`src/rtl/apb_master_pkg.sv`:
```
// Shared types and address helpers for the APB requester and the benches that drive it.
package apb_master_pkg;

    typedef enum logic [1:0] {
        APB_IDLE   = 2'd0,
        APB_SETUP  = 2'd1,
        APB_ACCESS = 2'd2
    } apb_mst_state_e;

    localparam int SLAVE_ID_MSB = 15;
    localparam int SLAVE_ID_LSB = 12;

    // Build a 16-bit APB address from a slave ID and a byte offset inside that slave.
    function automatic logic [15:0] slave_addr(input logic [3:0] id, input logic [11:0] offset);
        return {id, offset};
    endfunction

endpackage

```
`src/rtl/apb_master.sv`:
```
// Single-outstanding APB3 requester: valid/ready command in, SETUP+ACCESS transfer out,
// one-cycle response pulse back, with a watchdog that aborts transfers stuck on PREADY.
//
// state      | meaning
// -----------+-----------------------------------------------------------
// APB_IDLE   | cmd_ready=1, waiting for cmd_valid; APB address/data held
// APB_SETUP  | PSELx=1, PENABLE=0 for exactly one cycle
// APB_ACCESS | PSELx=PENABLE=1 until PREADY or watchdog expiry
module apb_master
    import apb_master_pkg::*;
#(
    parameter int DATA_WIDTH     = 32,
    parameter int ADDR_WIDTH     = 16,
    parameter int TIMEOUT_CYCLES = 16,
    parameter int CNT_WIDTH      = 8
) (
    input  logic                  PCLK,
    input  logic                  PRESETn,
    input  logic                  cmd_valid,
    output logic                  cmd_ready,
    input  logic                  cmd_write,
    input  logic [ADDR_WIDTH-1:0] cmd_addr,
    input  logic [DATA_WIDTH-1:0] cmd_wdata,
    output logic                  rsp_valid,
    output logic [DATA_WIDTH-1:0] rsp_rdata,
    output logic                  rsp_err,
    output logic                  PSELx,
    output logic                  PENABLE,
    output logic                  PWRITE,
    output logic [ADDR_WIDTH-1:0] PADDR,
    output logic [DATA_WIDTH-1:0] PWDATA,
    input  logic                  PREADY,
    input  logic [DATA_WIDTH-1:0] PRDATA
);

    if ((TIMEOUT_CYCLES >> CNT_WIDTH) != 0) begin : g_cnt_width_check
        $error("apb_master: CNT_WIDTH too small to hold TIMEOUT_CYCLES");
    end

    localparam bit                 WD_EN   = (TIMEOUT_CYCLES != 0);
    localparam logic [CNT_WIDTH-1:0] WD_LAST = CNT_WIDTH'(TIMEOUT_CYCLES - 1);

    apb_mst_state_e        state_q, state_d;
    logic [CNT_WIDTH-1:0]  watchdog_q, watchdog_d;
    logic                  psel_q, psel_d;
    logic                  penable_q, penable_d;
    logic                  pwrite_q, pwrite_d;
    logic [ADDR_WIDTH-1:0] paddr_q, paddr_d;
    logic [DATA_WIDTH-1:0] pwdata_q, pwdata_d;
    logic                  rsp_valid_q, rsp_valid_d;
    logic [DATA_WIDTH-1:0] rsp_rdata_q, rsp_rdata_d;
    logic                  rsp_err_q, rsp_err_d;
    logic                  wd_expire;

    // PREADY is checked before this, so a ready slave on the expiry cycle still succeeds.
    assign wd_expire = WD_EN && (watchdog_q == WD_LAST);

    always_ff @(posedge PCLK) begin
        if (!PRESETn) begin
            state_q     <= APB_IDLE;
            watchdog_q  <= '0;
            psel_q      <= 1'b0;
            penable_q   <= 1'b0;
            pwrite_q    <= 1'b0;
            paddr_q     <= '0;
            pwdata_q    <= '0;
            rsp_valid_q <= 1'b0;
            rsp_rdata_q <= '0;
            rsp_err_q   <= 1'b0;
        end else begin
            state_q     <= state_d;
            watchdog_q  <= watchdog_d;
            psel_q      <= psel_d;
            penable_q   <= penable_d;
            pwrite_q    <= pwrite_d;
            paddr_q     <= paddr_d;
            pwdata_q    <= pwdata_d;
            rsp_valid_q <= rsp_valid_d;
            rsp_rdata_q <= rsp_rdata_d;
            rsp_err_q   <= rsp_err_d;
        end
    end

    always_comb begin
        state_d = state_q;
        unique case (state_q)
            APB_IDLE:   if (cmd_valid) state_d = APB_SETUP;
            APB_SETUP:  state_d = APB_ACCESS;
            APB_ACCESS: if (PREADY || wd_expire) state_d = APB_IDLE;
            default:    state_d = APB_IDLE;
        endcase
    end

    always_comb begin
        watchdog_d  = watchdog_q;
        psel_d      = psel_q;
        penable_d   = penable_q;
        pwrite_d    = pwrite_q;
        paddr_d     = paddr_q;
        pwdata_d    = pwdata_q;
        rsp_valid_d = 1'b0;
        rsp_rdata_d = rsp_rdata_q;
        rsp_err_d   = rsp_err_q;
        unique case (state_q)
            APB_IDLE: begin
                if (cmd_valid) begin
                    pwrite_d  = cmd_write;
                    paddr_d   = cmd_addr;
                    pwdata_d  = cmd_wdata;
                    psel_d    = 1'b1;
                    penable_d = 1'b0;
                end
            end
            APB_SETUP: begin
                penable_d  = 1'b1;
                watchdog_d = '0;
            end
            APB_ACCESS: begin
                if (PREADY) begin
                    psel_d      = 1'b0;
                    penable_d   = 1'b0;
                    rsp_valid_d = 1'b1;
                    rsp_err_d   = 1'b0;
                    rsp_rdata_d = pwrite_q ? '0 : PRDATA;
                end else if (wd_expire) begin
                    psel_d      = 1'b0;
                    penable_d   = 1'b0;
                    rsp_valid_d = 1'b1;
                    rsp_err_d   = 1'b1;
                    rsp_rdata_d = '0;
                end else if (watchdog_q != '1) begin
                    watchdog_d = watchdog_q + CNT_WIDTH'(1);
                end
            end
            default: ;
        endcase
    end

    assign cmd_ready = (state_q == APB_IDLE);
    assign rsp_valid = rsp_valid_q;
    assign rsp_rdata = rsp_rdata_q;
    assign rsp_err   = rsp_err_q;
    assign PSELx     = psel_q;
    assign PENABLE   = penable_q;
    assign PWRITE    = pwrite_q;
    assign PADDR     = paddr_q;
    assign PWDATA    = pwdata_q;

endmodule

```
`config.mk`:
```
export PLATFORM = sky130hd
export DESIGN_NAME = apb_master
export DESIGN_NICKNAME = d
export VERILOG_FILES = /design/src/rtl/apb_master_pkg.sv /design/src/rtl/apb_master.sv
export SDC_FILE = /design/constraint.sdc
export NUM_CORES = 1
export LEC_CHECK = 0
export CAP_MARGIN = 10
export CORE_AREA = 5 5 94 96
export CTS_CLUSTER_SIZE = 14
export DETAILED_ROUTE_END_ITERATION = 8
export DIE_AREA = 0 0 99 101
export DONT_BUFFER_PORTS = 1
export GPL_TIMING_DRIVEN = 0
export HOLD_SLACK_MARGIN = 0.02
export SLEW_MARGIN = 20
export SYNTH_ARGS = -nofsm -noshare
export SYNTH_HDL_FRONTEND = slang
export SYNTH_SLANG_ARGS = --single-unit
export TNS_END_PERCENT = 10
```
`constraint.sdc`:
```
create_clock -name PCLK -period 3.15 [get_ports PCLK]
set_input_delay 0.63 -clock PCLK [delete_from_list [all_inputs] [get_ports PCLK]]
set_output_delay 0.63 -clock PCLK [all_outputs]
set_load 0.01 [all_outputs]
```
Word-level counts from Yosys, hierarchy flattened
Index checks and enable logic that the tools add are counted.
- add/subtract/negate cells: 1
- eq/ne operators: 10
- muxes and demuxes: 20
- reductions and logical operators: 13
- operator list (kind ; count):
    32-bit two-way mux ; 3
    8-bit two-way mux ; 3
    8-bit one-hot mux with 2 select lines ; 1
    2-bit != test, second input constant ; 5
    8-bit by 1-bit adder with 8-bit output, second input constant ; 1
    8-bit by 4-bit == test with 1-bit output, second input constant ; 1
    1-bit two-way mux ; 8
    8-bit != test, second input constant ; 1
    2-bit AND reduction ; 4
    2-bit one-hot mux with 3 select lines ; 1
    3-bit AND reduction ; 2
    2-bit nonzero test ; 3
    2-bit two-way mux ; 2
    4-bit AND reduction ; 1
    3-bit != test, second input constant ; 1
    1-bit one-hot mux with 3 select lines ; 1
    3-bit nonzero test ; 1
    2-bit by 1-bit == test with 1-bit output, second input constant ; 1
    2-bit == test, second input constant ; 1
    2-bit logical NOT ; 1
    1-bit one-hot mux with 2 select lines ; 1
    1-bit logical OR ; 1
- register bits after elaboration: 95
- output and inout port bits: 86
- logic and storage cells: 54

Longest topological paths before layout
- depth in word-level cells: 5
- mapped depth: 7
- mapped depth without buffers: 5

Worst setup path after synthesis
OpenSTA, ideal clock, no wires.
- path type: input -> register
- from: input port PREADY
- to: register watchdog_q[5]
- setup time: 0.119 ns
- data arrival time: 1.639 ns
- setup slack: 1.393 ns
- cell stages on the path: 3
- cells stage by stage: or3b_4 or4_4 mux2i_1
- longest elaborated chain between the ends: 2
- ends and longest elaborated chain (element ; line ; RTL):
    start: declaration ; apb_master.sv:32 ; input logic PREADY,
    2-bit != test (no source line) ; n/a ;
    4-bit AND reduction (no source line) ; n/a ;
    end signal: assignment ; apb_master.sv:72 ; watchdog_q <= watchdog_d;
    end: declaration ; apb_master.sv:44 ; logic [CNT_WIDTH-1:0] watchdog_q, watchdog_d;
No other way between the ends.
A chain may end at the register's enable or synchronous reset.

Worst setup path in the final report
- from: register watchdog_q[0]
- to: register rsp_rdata_q[28] (netlist: rsp_rdata[28])
- longest elaborated chain between the ends: 3
- ends and longest elaborated chain (element ; line ; RTL):
    8-bit by 4-bit == test with 1-bit output ; apb_master.sv:56 ; assign wd_expire = WD_EN && (watchdog_q == WD_LAST);
    2-bit nonzero test (no source line) ; n/a ;
    2-bit AND reduction (no source line) ; n/a ;
    end signal: assignment ; apb_master.sv:79 ; rsp_rdata_q <= rsp_rdata_d;
    end: declaration ; apb_master.sv:51 ; logic [DATA_WIDTH-1:0] rsp_rdata_q, rsp_rdata_d;
No other way between the ends.

==> reports/summary.txt <==
Outcome = finished clean
Clock root buffer = clkbuf_8
Cells after synthesis = 446
Dpl cells = 551
First-pass GRT wire length = 14.78 mm
Part of the cycle the worst path needs = 0.6241
Top-Level Pins = 171
Reg2reg start = watchdog_q[0]
Finished Layout Cells = 567
Total Routed Length = 9.656 mm
Seq/Total Area, Yosys = 0.5335
Reg power frac = 0.592
Max Root-Sink Buffers = 2
CTS sink count = 95
Post-synth top cells = nand2_1 (138), dfxtp_1 (95), a21oi_1 (90)
Pleak = 1.321 nW
Synth Register Bits = 95
Critical Setup Path Class = reg2reg
Worst hold margin = 0.4007 ns
Initial Util = 0.4473
H-Tree Depth = 3
DP HPWL = 7.318 mm
Grt total ovfl = 0
Largest net degree at the start of global routing = 17
DRT iter0 DRCs = 132
Reg2reg setup slack = 1.18 ns
Top-count cell post-synth = nand2_1
Crit start category = register
Clk pwr share = 0.333
Post-synth net total = 532
Core Footprint = 7969 µm²
Clock transition at path regs = 0.09 ns
Sw Ratio = 0.2717
Cell Int Power = 1.619 mW
Clock Skews = 0.009885 ns
Worst IR Drop VDD = 0.0002191 V
Setup TNS = 0 ns
Postcts setup bufs = 0
Die height = 101 µm
Share of layout cells above drive strength 1 = 0.05844
WL per Instance = 17.03 µm
GRT Total Usage = 0.1853
Critical path endpoint = rsp_rdata[28]
Vias per cell = 5.392
Fmax = 0.5087 GHz
EDFF count, synth = 0
Slew HR = 0.5730
I/O Buffers = 0
R2R cell count = 6
Vias post-DR = 3057
Distinct cells, synth = 44
Min Tclk post-route = 1.966 ns
DRC = 0
DRT Pass-1 Iters = 4
Area delta synth->final = 8.810%
Vias in the first global route = 3001
Worst-Margin Slew = 0.6352 ns
Post-synthesis cell area = 3565 µm²
Arrival time worst endpoint = 2.25 ns
Pwr dens = 573.3 nW/µm²
Layout Nets = 543
Async S/R FF share, synth = 0
Max_cap viols = 0
Synthesized area per cell = 7.993 µm²
Routed Antenna Nets = 0
Share of the synthesized area in the top cell type = 0.5335
Crit. End Element = register
Psw = 0.6043 mW
Unrepaired setup endpoints after global routing = no
Crit path from = watchdog_q[0]
Main synth FF type = dfxtp_1
Chip Width = 99 µm
Crit Reg-Reg Endpoint = rsp_rdata[28]
Clock Latency Late Sink = 0.35 ns
DIE AREA = 9999 µm²
Worst min path class = in2reg
Final Hold Fails = 0
# diodes = 0
Worst EP required = 3.43 ns
Slew Limit Fails = 0
Resized cells post-CTS = 0
Initial antenna violation count = 0
Crit Path Max Fanout = 10
Cts hold-fix bufs = 0
CTS buffer count = 9
GP Congestion = 0.8649
Synth area leaders = dfxtp_1 (53%), nand2_1 (15%), a21oi_1 (13%)
Largest area contributor in the netlist = dfxtp_1
Rows = 33
Pwr Total = 2.224 mW
CTS tree = yes
YS warnings = 0
Combinational power share = 0.075
Setup Viol. Count Final = 0
[worst max-delay path, stage by stage, from the launching register on]
cell and delay, ns:
dfxtp_1 0.36, ha_1 0.26, and3_1 0.26, a21oi_2 0.36, clkbuf_1 0.37, o21ai_0 0.13
a21oi_1 0.16
[flip-flops by register name (all words and copies together), names as in the netlist]
signal / count
rsp_valid: 1
watchdog_q: 8
PENABLE: 1
PSELx: 1
state_q: 2
PWDATA: 32
PADDR: 16
rsp_rdata: 32
rsp_err: 1
PWRITE: 1
[final cells by class]
| type | count | area [µm²] |
|---|---|---|
| plain buffers | 32 | 131.4 |
| clock buffers | 11 | 141.4 |
| clock inverters | 5 | 41.29 |
| fillers | 841 | 4090 |
| inverters | 5 | 18.77 |
| multi-input cells | 314 | 1513 |
| flip-flops and latches | 95 | 1902 |
| well taps | 105 | 131.4 |
[power groups by stage]
| stage | combinational (mW) | clock, mW | sequential [mW] |
|---|---|---|---|
| after floorplan | 0.129 | 0 | 1.33 |
| after global placement | 0.166 | 0 | 1.35 |
| after detailed placement | 0.171 | 0 | 1.35 |
| after CTS | 0.171 | 0.759 | 1.32 |
| after global routing | 0.194 | 0.811 | 1.32 |
| final | 0.168 | 0.740 | 1.32 |
[metal layers]
layer  track usage  share of wire  up-vias  wire (µm)
met2        0.3140           0.48      124       4666
met5             0              0        -          0
met4       0.07038          0.018        0        175
met3       0.07820           0.10       15       1010
li1              -              -     1526          -
met1        0.2072           0.39     1392       3804
[metrics by stage]
stage	setup WS, ns	util	area (µm²)
global placement	1.251	0.4638	3696
detailed placement	1.207	0.4638	3696
finish	1.184	0.4867	3879
global route	0.9736	0.4867	3879
CTS	1.188	0.4867	3879
floorplan	1.393	-	3565
[cell usage in the layout, fill, tap and decap left out, types with 2 or more instances in the layout]
cell type / n
nand2_1: 138
dfxtp_1: 95
a21oi_1: 90
o21ai_0: 32
clkbuf_1: 29
clkbuf_8: 10
o21ai_1: 5
nor2_1: 4
inv_1: 4
nand3_1: 4
buf_2: 3
nand2b_1: 3
nand4_1: 3
and2_1: 2
nand3b_1: 2
nor3_1: 2
nor4_1: 2
nor2b_1: 2
clkinvlp_4: 2
clkinv_4: 2
[cell families after synthesis]
kind of cell / synth area share
AO/OA/AOI/OAI: 0.2106
buffers and inverters: 0.04212
multiplexers: 0.002808
adder cells (fa/ha/maj): 0.003509
flip-flops: 0.5335
AND/OR/NAND/NOR: 0.2074
[how the worst min path moves through the flow]
stage / from / end / slack (ns) / cells past startpoint
floorplan: PADDR[0] / PADDR[0] / 0.48 / 2
global placement: PADDR[7] / PADDR[7] / 0.49 / 2
detailed placement: PWDATA[28] / PWDATA[28] / 0.50 / 2
CTS: PRDATA[14] / rsp_rdata[14] / 0.39 / 2
global route: cmd_wdata[30] / PWDATA[30] / 0.38 / 2
finish: PRDATA[20] / rsp_rdata[20] / 0.40 / 2
Note: power is estimated with default switching activity, not from simulation.
